### src/rtl/ofs_plat_host_chan_rd_throttle_if.sv
// ofs_plat_host_chan_rd_throttle_if: AFU c0 Tx request in (afu_rd_*), FIU c0 Tx request out (fiu_rd_*), FIU almost-full and read-line return; slave=throttle, master=environment
interface ofs_plat_host_chan_rd_throttle_if #(
  parameter int HDR_W = 128
);
  logic             afu_rd_valid;
  logic [1:0]       afu_rd_cl_len;
  logic [HDR_W-1:0] afu_rd_hdr;
  logic             afu_rd_ready;
  logic             fiu_rd_valid;
  logic [1:0]       fiu_rd_cl_len;
  logic [HDR_W-1:0] fiu_rd_hdr;
  logic             fiu_almost_full;
  logic             fiu_rsp_valid;
  modport slave (
    input  afu_rd_valid, afu_rd_cl_len, afu_rd_hdr, fiu_almost_full, fiu_rsp_valid,
    output afu_rd_ready, fiu_rd_valid, fiu_rd_cl_len, fiu_rd_hdr
  );
  modport master (
    output afu_rd_valid, afu_rd_cl_len, afu_rd_hdr, fiu_almost_full, fiu_rsp_valid,
    input  afu_rd_ready, fiu_rd_valid, fiu_rd_cl_len, fiu_rd_hdr
  );
endinterface

### src/rtl/ofs_plat_host_chan_rd_throttle.sv
// ofs_plat_host_chan_rd_throttle: c0 Tx read throttle with line budget, almost-full gating and drain handshake; ports clk, reset, ch (request/response bus), drain_req/drain_ack, outstanding, sticky err_illegal_len/err_underflow
module ofs_plat_host_chan_rd_throttle #(
  parameter int MAX_OUTSTANDING_LINES = 256,
  parameter int HDR_W = 128,
  localparam int CNT_W = $clog2(MAX_OUTSTANDING_LINES + 1)
) (
  input  logic                                 clk,
  input  logic                                 reset,
  ofs_plat_host_chan_rd_throttle_if.slave      ch,
  input  logic                                 drain_req,
  output logic                                 drain_ack,
  output logic [CNT_W-1:0]                     outstanding,
  output logic                                 err_illegal_len,
  output logic                                 err_underflow
);
  typedef enum logic [1:0] {RUN, DRAINING, DRAINED} state_t;
  localparam logic [CNT_W-1:0] LIMIT = CNT_W'(MAX_OUTSTANDING_LINES - 4);
  state_t state, state_nx;
  logic accept, illegal, legal, dec;
  logic [CNT_W-1:0] lines, outstanding_nx;
  always_comb begin
    ch.afu_rd_ready = (state == RUN) && !ch.fiu_almost_full && (outstanding <= LIMIT);
    accept = ch.afu_rd_valid && ch.afu_rd_ready;
    illegal = accept && (ch.afu_rd_cl_len == 2'd2);
    legal = accept && !illegal;
    lines = ch.afu_rd_cl_len == 2'd0 ? CNT_W'(1) : ch.afu_rd_cl_len == 2'd1 ? CNT_W'(2) : CNT_W'(4);
    dec = ch.fiu_rsp_valid && (outstanding != '0);
    outstanding_nx = outstanding + (legal ? lines : '0) - (dec ? CNT_W'(1) : '0);
    drain_ack = state == DRAINED;
  end
  always_comb begin
    state_nx = state;
    case (state)
      RUN:      state_nx = drain_req ? DRAINING : RUN;
      DRAINING: state_nx = !drain_req ? RUN : outstanding == '0 ? DRAINED : DRAINING;
      DRAINED:  state_nx = drain_req ? DRAINED : RUN;
      default:  state_nx = RUN;
    endcase
  end
  always_ff @(posedge clk or posedge reset) begin
    if (reset) begin
      state <= RUN;
      outstanding <= '0;
      err_illegal_len <= 1'b0;
      err_underflow <= 1'b0;
      ch.fiu_rd_valid <= 1'b0;
      ch.fiu_rd_cl_len <= 2'd0;
      ch.fiu_rd_hdr <= '0;
    end else begin
      state <= state_nx;
      outstanding <= outstanding_nx;
      err_illegal_len <= err_illegal_len | illegal;
      err_underflow <= err_underflow | (ch.fiu_rsp_valid && outstanding == '0);
      ch.fiu_rd_valid <= legal;
      if (legal) begin
        ch.fiu_rd_cl_len <= ch.afu_rd_cl_len;
        ch.fiu_rd_hdr <= HDR_W'(ch.afu_rd_hdr);
      end
    end
  end
endmodule

### src/flat_wrapper.sv
// flat-port wrapper written by rule: the top's interface ports become plain ports
module ofs_plat_host_chan_rd_throttle_flat 
#(
  parameter int MAX_OUTSTANDING_LINES = 256,
  parameter int HDR_W = 128,
  localparam int CNT_W = $clog2(MAX_OUTSTANDING_LINES + 1)
)
  (clk, reset, drain_req, drain_ack, outstanding, err_illegal_len, err_underflow, ch_afu_rd_valid, ch_afu_rd_cl_len, ch_afu_rd_hdr, ch_fiu_almost_full, ch_fiu_rsp_valid, ch_afu_rd_ready, ch_fiu_rd_valid, ch_fiu_rd_cl_len, ch_fiu_rd_hdr);
  ofs_plat_host_chan_rd_throttle_if #(.HDR_W(HDR_W)) ch_i ();
  input  logic clk;
  input  logic reset;
  input  logic drain_req;
  output logic drain_ack;
  output logic [CNT_W-1:0] outstanding;
  output logic err_illegal_len;
  output logic err_underflow;
  input wire logic [$bits(ch_i.afu_rd_valid)-1:0] ch_afu_rd_valid;
  input wire logic [$bits(ch_i.afu_rd_cl_len)-1:0] ch_afu_rd_cl_len;
  input wire logic [$bits(ch_i.afu_rd_hdr)-1:0] ch_afu_rd_hdr;
  input wire logic [$bits(ch_i.fiu_almost_full)-1:0] ch_fiu_almost_full;
  input wire logic [$bits(ch_i.fiu_rsp_valid)-1:0] ch_fiu_rsp_valid;
  output wire logic [$bits(ch_i.afu_rd_ready)-1:0] ch_afu_rd_ready;
  output wire logic [$bits(ch_i.fiu_rd_valid)-1:0] ch_fiu_rd_valid;
  output wire logic [$bits(ch_i.fiu_rd_cl_len)-1:0] ch_fiu_rd_cl_len;
  output wire logic [$bits(ch_i.fiu_rd_hdr)-1:0] ch_fiu_rd_hdr;
  assign ch_i.afu_rd_valid = ch_afu_rd_valid;
  assign ch_i.afu_rd_cl_len = ch_afu_rd_cl_len;
  assign ch_i.afu_rd_hdr = ch_afu_rd_hdr;
  assign ch_i.fiu_almost_full = ch_fiu_almost_full;
  assign ch_i.fiu_rsp_valid = ch_fiu_rsp_valid;
  assign ch_afu_rd_ready = ch_i.afu_rd_ready;
  assign ch_fiu_rd_valid = ch_i.fiu_rd_valid;
  assign ch_fiu_rd_cl_len = ch_i.fiu_rd_cl_len;
  assign ch_fiu_rd_hdr = ch_i.fiu_rd_hdr;
  ofs_plat_host_chan_rd_throttle #(.MAX_OUTSTANDING_LINES(MAX_OUTSTANDING_LINES), .HDR_W(HDR_W)) u_core (.clk(clk), .reset(reset), .ch(ch_i), .drain_req(drain_req), .drain_ack(drain_ack), .outstanding(outstanding), .err_illegal_len(err_illegal_len), .err_underflow(err_underflow));
endmodule
### config.mk
export PLATFORM = sky130hd
export DESIGN_NAME = ofs_plat_host_chan_rd_throttle_flat
export DESIGN_NICKNAME = d
export VERILOG_FILES = /design/src/rtl/ofs_plat_host_chan_rd_throttle_if.sv /design/src/rtl/ofs_plat_host_chan_rd_throttle.sv /design/src/flat_wrapper.sv
export SDC_FILE = /design/constraint.sdc
export NUM_CORES = 1
export LEC_CHECK = 0
export CORE_AREA = 2 2 144 146
export CTS_BUF_LIST = sky130_fd_sc_hd__clkbuf_4 sky130_fd_sc_hd__clkbuf_8
export CTS_CLUSTER_SIZE = 16
export DETAILED_ROUTE_END_ITERATION = 16
export DIE_AREA = 0 0 146 148
export PLACE_DENSITY = 0.66
export REMOVE_ABC_BUFFERS = 1
export SYNTH_ARGS = -nofsm -noshare
export SYNTH_HDL_FRONTEND = slang
export SYNTH_SLANG_ARGS = --single-unit
### constraint.sdc
create_clock -name clk -period 7.1 [get_ports clk]
set_clock_uncertainty 0.15 [all_clocks]
set_input_delay 1.42 -clock clk [delete_from_list [all_inputs] [get_ports clk]]
set_output_delay 1.42 -clock clk [all_outputs]
set_load 0.03 [all_outputs]
==> run_results.csv <==
group,metric,value,unit
timing,hold_viol,0,
layout,syn2layout_area_growth,57.2,%
cts,cts-hold-fix-buffers,0,
timing,fin_tns_setup,0,ns
cts,h-tree-depth,4,
placed_design,place_area,8910,um^2
yosys,ys_seq_elements,144,
yosys,synth_adder_area_share,0.0416,
timing,finalSetupViolCount,0,
grt,grt_usage,0.144,
timing,grt_setup_unrepaired,"false",
die,core,20000,um^2
critical_path,crit_arrival,3.13,ns
yosys,syn_area,5900,um^2
status,outcome,"complete, no violations",
yosys,synth_compound_area_frac,0.0269,
detailed_routing,drt_iter0_markers,118,
power,p_per_area,495,nW/um^2
detailed_routing,drc,0,
layout,drive_above_1_share,0.242,
critical_path,critical_path_class,"in -> out",
detailed_routing,antenna_left,0,
grt,grt_pass1_wl,24500,um
layout,final_cell_area,9270,um^2
cts,cts_tree,"done",
yosys,synth_ff_type,"dfrtp_1",
yosys,yosys.area_share.simple,0.0271,
yosys,synth_top_family_by_area,"multiplexers",
cts,clkSlewWorstSetupHoldPaths,0.09,ns
cts,root_buffer,"clkbuf_8",
critical_path,critPathMaxStageDelay,0.70,ns
die,ios,280,
grt,grt_use_met1,0.157,
critical_path,rr_endpoint,"u_core.outstanding[8]",
detailed_routing,wl_per_cell,16.4,um
critical_path,worst_path_max_delay_cell,"clkdlybuf4s50_1",
timing,finalCritPeriodShare,0.662,
placed_design,gp_congestion,0.803,
detailed_routing,num_vias,4190,
hold_path,hp-class,"reg -> reg",
yosys,synth_cells,385,
cts,cts.sinks,144,
power,vdd_drop_max,0.213,mV
timing,drv_slew,0,
grt,grt_pass1_vias,4648,
critical_path,crit_top_cell,"clkdlybuf4s50_1",
timing,finalCriticalPeriod,4.70,ns
cts,cts_setup_buffers,0,
yosys,synthArstFlopShare,1.00,
detailed_routing,viasPerCell,4.39,
yosys,synth_warnings,0,
layout,diodes,0,
layout,nets,827,
placed_design,numPortBuffers,279,
critical_path,rrSetupSlack,3.68,ns
critical_path,worstPathRequired,5.53,ns
yosys,synthMuxAreaShare,0.244,
die,dieArea,21600,um^2
power,power.leakage,3.89,nW
die,die_h,148,um
critical_path,reg2reg_depth,11,
yosys,synth-edff-count,0,
critical_path,crit_fanout,4,
critical_path,cp-startpoint,"ch_fiu_almost_full",
die,num_rows,52,
job,maxCapViolations,0,
detailed_routing,first_pass_iters,5,
detailed_routing,wirelength,15700,um
placed_design,dpl.hpwl,11700,um
critical_path,r2r_start,"u_core.outstanding[1]",
cts,cts_resized,0,
critical_path,cp-end-kind,"output port",
cts,insertion_delay,0.43,ns
timing,worstMarginPinSlew,0.913,ns
timing,relSlewSlack,0.391,
yosys,syn_avg_cell_area,15.3,um^2
die,die_w,146,um
die,start_util,0.294,
grt,gr-usage-met3,0.0404,
grt,gr-usage-met2,0.263,
grt,grt_busiest_layer,"met2",
grt,grt_overflow_total,0,
critical_path,path_cells,"clkdlybuf4s50_1 > or4_4 > nor2_1 > clkdlybuf4s50_1",
critical_path,crit_path_end,"ch_afu_rd_ready",
grt,grt_max_degree,89,
yosys,ys_seq_area_frac,0.611,
cts,numCtsBuffers,17,
critical_path,start_kind,"input port",
timing,fmax,0.213,GHz
grt,antenna_found_initial,0,
cts,clock_path_buffers,2,
yosys,ys_types,36,
yosys,synth_xor_xnor_area_share,0.00891,
per-stage QoR:
stage               instances   util  hold WS (ns)  power [mW]  setup slack [ns]
CTS                       955  0.463         0.333        4.65              2.40
global route              955  0.463         0.368        4.84              2.35
floorplan                 371      -         0.409        2.90              1.46
finish                    955  0.463         0.330        4.59              2.40
detailed placement        923  0.445         0.307        4.03              2.41
global placement          923  0.445         0.309        3.95              2.42
synth_stat cells (4+ instances only):
master | count | share of area
mux2_2 | 128 | 0.24
nor2_1 | 8 | 0.0051
inv_1 | 24 | 0.015
xor2_1 | 5 | 0.0074
ha_1 | 18 | 0.038
dfrtp_1 | 144 | 0.61
buf_6 | 12 | 0.023
nand2_1 | 4 | 0.0025
layout make-up:
class                      instances  area, um^2
tap                              270         338
fill                            1819       10800
clock buffer                      18         241
sequential                       144        3600
multi-input combinational        203        2060
inverter                          24        95.1
timing repair buffer             282        2820
clock inverter                    14         123
placed cells by master (no fill, tap or decap), drive strengths merged:
cell and n:
o22ai 1, o21ai 2, fa 1, or4b 1
a41oi 1, o2111ai 1, nand3 3, o21bai 3
and2 1, a31oi 2, ha 18, nand2b 1
nor3 4, clkinv 3, buf 3, xnor2 1
nor2 8, xor2 5, o21a 3, inv 31
nand4 2, or4 2, a41o 2, nand2 4
mux2 128, and3b 1, a21o 1, dfrtp 144
clkinvlp 4, a21oi 3, o41ai 1, clkdlybuf4s50 279
a311oi 1, nor2b 1, o211ai 1, clkbuf 18
kinds of logic after synthesis:
| family | after synthesis |
|---|---|
| xor gates and xnor gates | 6 |
| buffers and inverters | 38 |
| muxes | 128 |
| and+or+nand+nor | 28 |
| AOI/OAI and AO/OA | 22 |
| adders and majority gates | 19 |
| DFF | 144 |
worst max-delay path, delay by kind of cell:
kind,cells,cell delay (ns)
buffers and inverters,2,1.09
AND/OR/NAND/NOR,2,0.62
layer usage:
metal  wire length, um  share of wire
met2              8360           0.53
met4               324          0.021
met5                 0              0
met3               974          0.062
met1              6020           0.38
where the power goes:
part	internal [mW]	switching, mW	total, mW	leakage (nW)
logic	1.16	1.36	2.52	1.98
registers	1.23	0.239	1.47	1.73
clock network	0.257	0.343	0.600	0.175
total	2.64	1.95	4.59	3.89
flip-flops by register name, summed over array words and instances, names as in the netlist:
signal                   flops
u_core.err_underflow         1
u_core.state                 2
u_core.ch.fiu_rd_hdr       128
u_core.ch.fiu_rd_valid       1
u_core.outstanding           9
u_core.err_illegal_len       1
u_core.ch.fiu_rd_cl_len      2
worst min path at each step:
stage	startpoint	endpoint	depth (start not counted)
floorplan	u_core.state[1]	u_core.state[0]	1
global placement	u_core.err_illegal_len	u_core.err_illegal_len	1
detailed placement	u_core.err_illegal_len	u_core.err_illegal_len	1
CTS	u_core.err_illegal_len	u_core.err_illegal_len	1
global route	u_core.err_illegal_len	u_core.err_illegal_len	1
finish	u_core.err_illegal_len	u_core.err_illegal_len	1
Note: power is estimated with default switching activity, not from simulation.
